File: config.mk
export PLATFORM = sky130hd
export DESIGN_NAME = fft_peak_picker
export DESIGN_NICKNAME = d
export VERILOG_FILES = /design/src/rtl/fft_peak_picker.sv
export SDC_FILE = /design/constraint.sdc
export NUM_CORES = 1
export LEC_CHECK = 0
export BUFFER_PORTS_ARGS = -buffer_cell sky130_fd_sc_hd__buf_2
export CELL_PAD_IN_SITES_DETAIL_PLACEMENT = 1
export CELL_PAD_IN_SITES_GLOBAL_PLACEMENT = 1
export CORE_MARGIN = 3
export CORE_UTILIZATION = 49
export DETAILED_ROUTE_END_ITERATION = 10
export HOLD_SLACK_MARGIN = 0.15
export PLACE_DENSITY_LB_ADDON = 0.05
export SYNTH_ARGS = -nofsm -noshare
export SYNTH_HDL_FRONTEND = slang
export SYNTH_SLANG_ARGS = --single-unit
File: constraint.sdc
create_clock -name clk_in -period 4.85 [get_ports clk_in]
set_input_delay 0.2425 -clock clk_in [delete_from_list [all_inputs] [get_ports clk_in]]
set_output_delay 0.2425 -clock clk_in [all_outputs]
set_load 0.02 [all_outputs]
File: src/rtl/fft_peak_picker.sv
// rtl/fft_peak_picker.sv - per-frame dominant FFT bin search with result handshake
// Optional feature macro: FFT_PEAK_THRESH_EN (adds thresh_in / note_on_out).
module fft_peak_picker #(
    parameter int N_POINTS = 4096,
    parameter int MIN_BIN  = 1,
    parameter int MAX_BIN  = 2047
) (
    input  logic        clk_in,
    input  logic        rst_in_n,
    input  logic [15:0] fft_out_data,
    input  logic        fft_out_valid,
    input  logic        fft_out_last,
    output logic        fft_out_ready,
    output logic [11:0] peak_bin_out,
    output logic [15:0] peak_mag_out,
    output logic        len_err_out,
    output logic        peak_valid_out,
`ifdef FFT_PEAK_THRESH_EN
    input  logic [15:0] thresh_in,
    output logic        note_on_out,
`endif
    input  logic        peak_ready_in
);

    localparam logic [11:0] LAST_B = 12'(N_POINTS - 1);
    localparam logic [11:0] MIN_B  = 12'(MIN_BIN);
    localparam logic [11:0] MAX_B  = 12'(MAX_BIN);

    logic [11:0] cnt_q, cnt_d;
    logic        drain_q, drain_d;

    logic        s1_valid_q, s1_valid_d;
    logic [14:0] s1_re2_q, s1_re2_d;
    logic [14:0] s1_im2_q, s1_im2_d;
    logic [11:0] s1_bin_q, s1_bin_d;
    logic        s1_end_q, s1_end_d;
    logic        s1_err_q, s1_err_d;

    logic [15:0] best_mag_q, best_mag_d;
    logic [11:0] best_bin_q, best_bin_d;

    logic [11:0] res_bin_q, res_bin_d;
    logic [15:0] res_mag_q, res_mag_d;
    logic        res_err_q, res_err_d;
    logic        res_valid_q, res_valid_d;
`ifdef FFT_PEAK_THRESH_EN
    logic        res_note_q, res_note_d;
`endif

    logic               accept;
    logic               at_last_b;
    logic               frame_end;
    logic signed [7:0]  re_s, im_s;
    logic signed [15:0] re_sq, im_sq;
    logic [15:0]        mag;
    logic               in_range;
    logic               upd;
    logic               load;
    logic [15:0]        cand_mag;
    logic [11:0]        cand_bin;

    // Ready is purely registered so downstream ready never ripples back upstream.
    assign fft_out_ready = !drain_q && !res_valid_q;

    always_comb begin
        accept    = fft_out_valid && fft_out_ready;
        at_last_b = (cnt_q == LAST_B);
        frame_end = accept && (fft_out_last || at_last_b);

        cnt_d = cnt_q;
        if (accept) begin
            cnt_d = frame_end ? 12'd0 : cnt_q + 12'd1;
        end

        re_s  = fft_out_data[15:8];
        im_s  = fft_out_data[7:0];
        re_sq = 16'(re_s) * 16'(re_s);
        im_sq = 16'(im_s) * 16'(im_s);

        s1_valid_d = accept;
        s1_re2_d   = re_sq[14:0];
        s1_im2_d   = im_sq[14:0];
        s1_bin_d   = cnt_q;
        s1_end_d   = frame_end;
        // Clean end only when last coincides with the final beat index.
        s1_err_d   = fft_out_last != at_last_b;

        mag      = 16'(s1_re2_q) + 16'(s1_im2_q);
        in_range = (s1_bin_q >= MIN_B) && (s1_bin_q <= MAX_B);
        upd      = s1_valid_q && in_range && (mag > best_mag_q);
        cand_mag = upd ? mag : best_mag_q;
        cand_bin = upd ? s1_bin_q : best_bin_q;
        load     = s1_valid_q && s1_end_q;

        best_mag_d = cand_mag;
        best_bin_d = cand_bin;
        drain_d    = drain_q;
        if (frame_end) begin
            drain_d = 1'b1;
        end else if (load) begin
            drain_d = 1'b0;
        end

        res_bin_d   = res_bin_q;
        res_mag_d   = res_mag_q;
        res_err_d   = res_err_q;
        res_valid_d = res_valid_q;
`ifdef FFT_PEAK_THRESH_EN
        res_note_d  = res_note_q;
`endif
        if (res_valid_q && peak_ready_in) begin
            res_valid_d = 1'b0;
        end
        if (load) begin
            res_bin_d   = cand_bin;
            res_mag_d   = cand_mag;
            res_err_d   = s1_err_q;
            res_valid_d = 1'b1;
            best_mag_d  = 16'd0;
            best_bin_d  = MIN_B;
`ifdef FFT_PEAK_THRESH_EN
            res_note_d  = (cand_mag >= thresh_in);
`endif
        end
    end

    always_ff @(posedge clk_in or negedge rst_in_n) begin
        if (!rst_in_n) begin
            cnt_q       <= '0;
            drain_q     <= 1'b0;
            s1_valid_q  <= 1'b0;
            s1_re2_q    <= '0;
            s1_im2_q    <= '0;
            s1_bin_q    <= '0;
            s1_end_q    <= 1'b0;
            s1_err_q    <= 1'b0;
            best_mag_q  <= '0;
            best_bin_q  <= MIN_B;
            res_bin_q   <= '0;
            res_mag_q   <= '0;
            res_err_q   <= 1'b0;
            res_valid_q <= 1'b0;
`ifdef FFT_PEAK_THRESH_EN
            res_note_q  <= 1'b0;
`endif
        end else begin
            cnt_q       <= cnt_d;
            drain_q     <= drain_d;
            s1_valid_q  <= s1_valid_d;
            s1_re2_q    <= s1_re2_d;
            s1_im2_q    <= s1_im2_d;
            s1_bin_q    <= s1_bin_d;
            s1_end_q    <= s1_end_d;
            s1_err_q    <= s1_err_d;
            best_mag_q  <= best_mag_d;
            best_bin_q  <= best_bin_d;
            res_bin_q   <= res_bin_d;
            res_mag_q   <= res_mag_d;
            res_err_q   <= res_err_d;
            res_valid_q <= res_valid_d;
`ifdef FFT_PEAK_THRESH_EN
            res_note_q  <= res_note_d;
`endif
        end
    end

    assign peak_bin_out   = res_bin_q;
    assign peak_mag_out   = res_mag_q;
    assign len_err_out    = res_err_q;
    assign peak_valid_out = res_valid_q;
`ifdef FFT_PEAK_THRESH_EN
    assign note_on_out    = res_note_q;
`endif

endmodule

==> impl_results.md <==
* Max Slew Vio Count at 0
* CTS Root Cell: clkbuf_16
* WS Path Type: input port to flop
* Layout area overhead at 13.0%
* Via Count at 6173
* Worst R2R End: best_bin_q[7]
* CTS tree: done
* Type of the tightest min-delay check: input port to flop
* CTS H-tree depth at 4
* Min Tclk post-route at 4.54 ns
* Seq/Total Area, Yosys at 0.326
* EDFF count, synth at 0
* GRT overflow at 0
* Register Area at 2850 um^2
* Required @ worst endpoint at 5.18 ns
* Reg-to-Reg Start: s1_re2_q[6]
* Tot GR Track Use at 0.214
* Antenna violations before repair at 0
* Setup crit start kind: input port
* Worst-Skew Late Latency at 0.42 ns
* Core Area at 17400 um^2
* Slowest-stage cell, CP: fa_1
* Sw Ratio at 0.434
* CTS max path bufs at 2
* Outcome: finished, final reports clean
* RSZ-0062 raised after global routing: no
* Setup Skew at 0.0109 ns
* Iteration count of the initial detailed-routing pass at 4
* Crit path max-delay family: adder cells
* Combinational cell fraction of total power at 0.571
* Finish-stage setup viols at 0
* Mapped Avg Cell Area at 9.88 um^2
* Async SR Flop Fraction at 1.00
* Internal power at 3.52 mW
* Net count after synthesis at 1071
* Top FF cell, synth: dfrtp_1
* Die area at 19500 um^2
* Synthesized instance count at 885
* WL/cell at 16.8 um
* Actual slew at the worst max-slew pin at 1.14 ns
* Clk pin slew, worst setup/hold paths at 0.06 ns
* Fin. Hold Viols at 0
* WP buf/inv at 7
* Row count at 48
* Post-detail-place hpwl at 15.7 mm
* F_max at 0.220 GHz
* # fillers at 1956
* Setup TNS at 0 ns
* Nets at 1130
* Post-route ant nets at 0
* Ant diodes at 0
* MaxCap Viol Count at 0
* Period utilisation layout at 0.936
* Largest net degree at the start of global routing at 80
* VDD IR-drop max at 0.000278 V
* # DRC at 0
* Hold Path Stages at 2
* Synthesized area at 8740 um^2
* Leakage power total at 4.98 nW
* Chip width at 140 um
* Via/cell ratio at 5.22
* Synth area leader: dfrtp_1
* Critical path endpoint category: flop
* Vias in the first global route at 7051
* CTS Sinks at 114
* Register-to-register setup slack at 0.36 ns
* Synth warnings at 0
* Routability Congestion at 0.811
* CP max stage delay at 0.59 ns
* Clock power share at 0.205
* Post-Route WL at 19.9 mm
* First-pass GRT wire length at 34.0 mm
* Hold EP: s1_re2_q[2]
* Number of synthesized register bits at 114
* Layout Utilization at 0.569
* Num ports at 52
* Worst-path cell chain: dlygate4sd3_1, buf_2, inv_2, nor2_2, inv_1, fa_1, fa_1, inv_1, ha_1, inv_1, fa_1, inv_1, ha_1, a21o_1, a21oi_2, o21ai_0, or4_1, a2111o_1, o211ai_1
* IO buf count at 51
* Cell repeated most along the worst path: inv_1
* Pwr/cell area at 629 nW/um^2
* Net Switching at 2.70 mW
* Die Span Y at 140 um
* Initial DRC Count at 225
* CP max FO at 7
* Multi-input combinational cell area at 5190 um^2
* Synth top area cells: dfrtp_1, fa_1, ha_1
* Synth cell types at 44
* HP Start: fft_out_data[9]
* Fraction of layout cells with a size suffix above 1 at 0.104
* Sequential share of power at 0.224
* Worst slew margin at 0.241
* Synth top area share at 0.323
* Clock buffer count from CTS at 17
* Register-to-Register Path Depth at 13
* Crit path DAT at 4.87 ns
* Initial Util at 0.504
-- cell type report --
| cell class | count | share of cell area |
|---|---|---|
| multi-input combinational | 588 | 0.526 |
| sequential | 114 | 0.289 |
| inverter | 164 | 0.0623 |
| clock buffer | 18 | 0.0444 |
| timing repair buffer | 59 | 0.0334 |
| tap | 225 | 0.0285 |
| clock inverter | 14 | 0.0170 |
-- cells in the mapped netlist, types with 2 or more instances --
cell type / instances
a211oi_1: 4
a21o_1: 7
a21oi_1: 23
a221oi_1: 4
a31o_2: 2
a31oi_1: 4
and2_1: 23
and3_1: 4
buf_12: 2
clkbuf_1: 16
dfrtp_1: 113
fa_1: 85
ha_1: 80
inv_1: 163
mux2i_1: 27
nand2_1: 84
nand2b_1: 8
nand3_1: 14
nand4_1: 5
nor2_1: 65
nor2b_1: 13
nor3_1: 6
nor4_1: 2
o211ai_1: 5
o21a_1: 2
o21ai_0: 28
o21ai_1: 20
o21bai_1: 2
o31ai_1: 3
or2_2: 4
or3_1: 2
or4_1: 2
xnor2_1: 43
xor2_1: 10
-- what timing repair did --
| item | in CTS | in global routing |
|---|---|---|
| endpoints found under the hold margin | 82 | 0 |
| endpoints found under the setup margin | 0 | 37 |
| buffers inserted | 0 | 0 |
| hold buffers | 5 | 0 |
| resized for setup | 0 | 5 |
-- cells by family after synthesis --
logic type / share of synthesized area
muxes: 0.0322
AOI/OAI and AO/OA: 0.0744
adders and majority gates: 0.309
buffers and inverters: 0.0831
and+or+nand+nor: 0.122
DFF: 0.326
xor gates and xnor gates: 0.0531
-- placed cells by master (no fill, tap or decap), types with 2 or more instances in the layout --
cell type / count
nor2b_1: 13
fa_1: 85
clkbuf_16: 17
dlygate4sd3_1: 5
buf_2: 50
and2_1: 23
nor4_1: 2
nand3_1: 14
a21oi_1: 22
and3_1: 4
o21bai_1: 2
o21ai_1: 21
mux2i_1: 27
bufinv_16: 2
a21o_1: 7
inv_1: 162
nor2_1: 64
inv_6: 5
nand4_1: 5
nand2_1: 83
or3_1: 2
xor2_1: 10
clkinv_4: 6
o31ai_1: 3
xnor2_1: 43
nand2b_1: 8
nor3_1: 6
buf_4: 4
o21ai_0: 27
a31o_2: 2
o211ai_1: 5
or2_2: 4
ha_1: 80
o21a_1: 2
a31oi_1: 3
a211oi_1: 4
a221oi_1: 3
or4_1: 2
dfrtp_1: 113
-- sequential cells by signal (all words and copies together) (netlist names), 12 cells and up --
| name | count |
|---|---|
| best_mag_q | 16 |
| s1_im2_q | 14 |
| s1_bin_q | 12 |
| peak_mag_out | 16 |
| best_bin_q | 12 |
| peak_bin_out | 12 |
| cnt_q | 12 |
| s1_re2_q | 14 |
-- worst max path at each step --
stage	startpoint	to	slack, ns	cells past startpoint
floorplan	fft_out_data[15]	s1_re2_q[13]	0.62	15
global placement	fft_out_data[0]	s1_im2_q[13]	0.41	18
detailed placement	fft_out_data[0]	s1_im2_q[13]	0.30	18
CTS	fft_out_data[0]	s1_im2_q[13]	0.18	19
global route	fft_out_data[0]	s1_im2_q[13]	0.002	19
finish	fft_out_data[0]	s1_im2_q[13]	0.31	19
-- through the flow --
stage	hold slack [ns]	instances	worst slack [ns]	area, um^2	total power [mW]
after global placement	0.406	1145	0.405	9210	4.75
final	0.204	1182	0.312	9880	6.22
after detailed placement	0.411	1145	0.295	9210	4.94
after floorplan	-0.0531	885	0.623	8740	4.03
after global routing	0.207	1182	0.00188	9880	6.82
after CTS	0.191	1182	0.175	9870	6.28
-- power groups by stage --
stage / registers [mW] / clock network, mW / logic, mW
2_1_floorplan: 1.42 / 0 / 2.61
3_3_place_gp: 1.39 / 0 / 3.37
3_5_place_dp: 1.40 / 0 / 3.54
4_1_cts: 1.39 / 1.29 / 3.59
5_1_grt: 1.42 / 1.34 / 4.05
6_report: 1.39 / 1.27 / 3.55
-- routing by layer --
| metal | GRT usage | wire (um) | up-vias |
|---|---|---|---|
| met3 | 0.0316 | 372 | 17 |
| met5 | 0 | 0 | - |
| li1 | - | - | 2922 |
| met1 | 0.258 | 8460 | 3157 |
| met2 | 0.405 | 10800 | 77 |
| met4 | 0.0505 | 208 | 0 |
(Power assumes the default switching activity.)
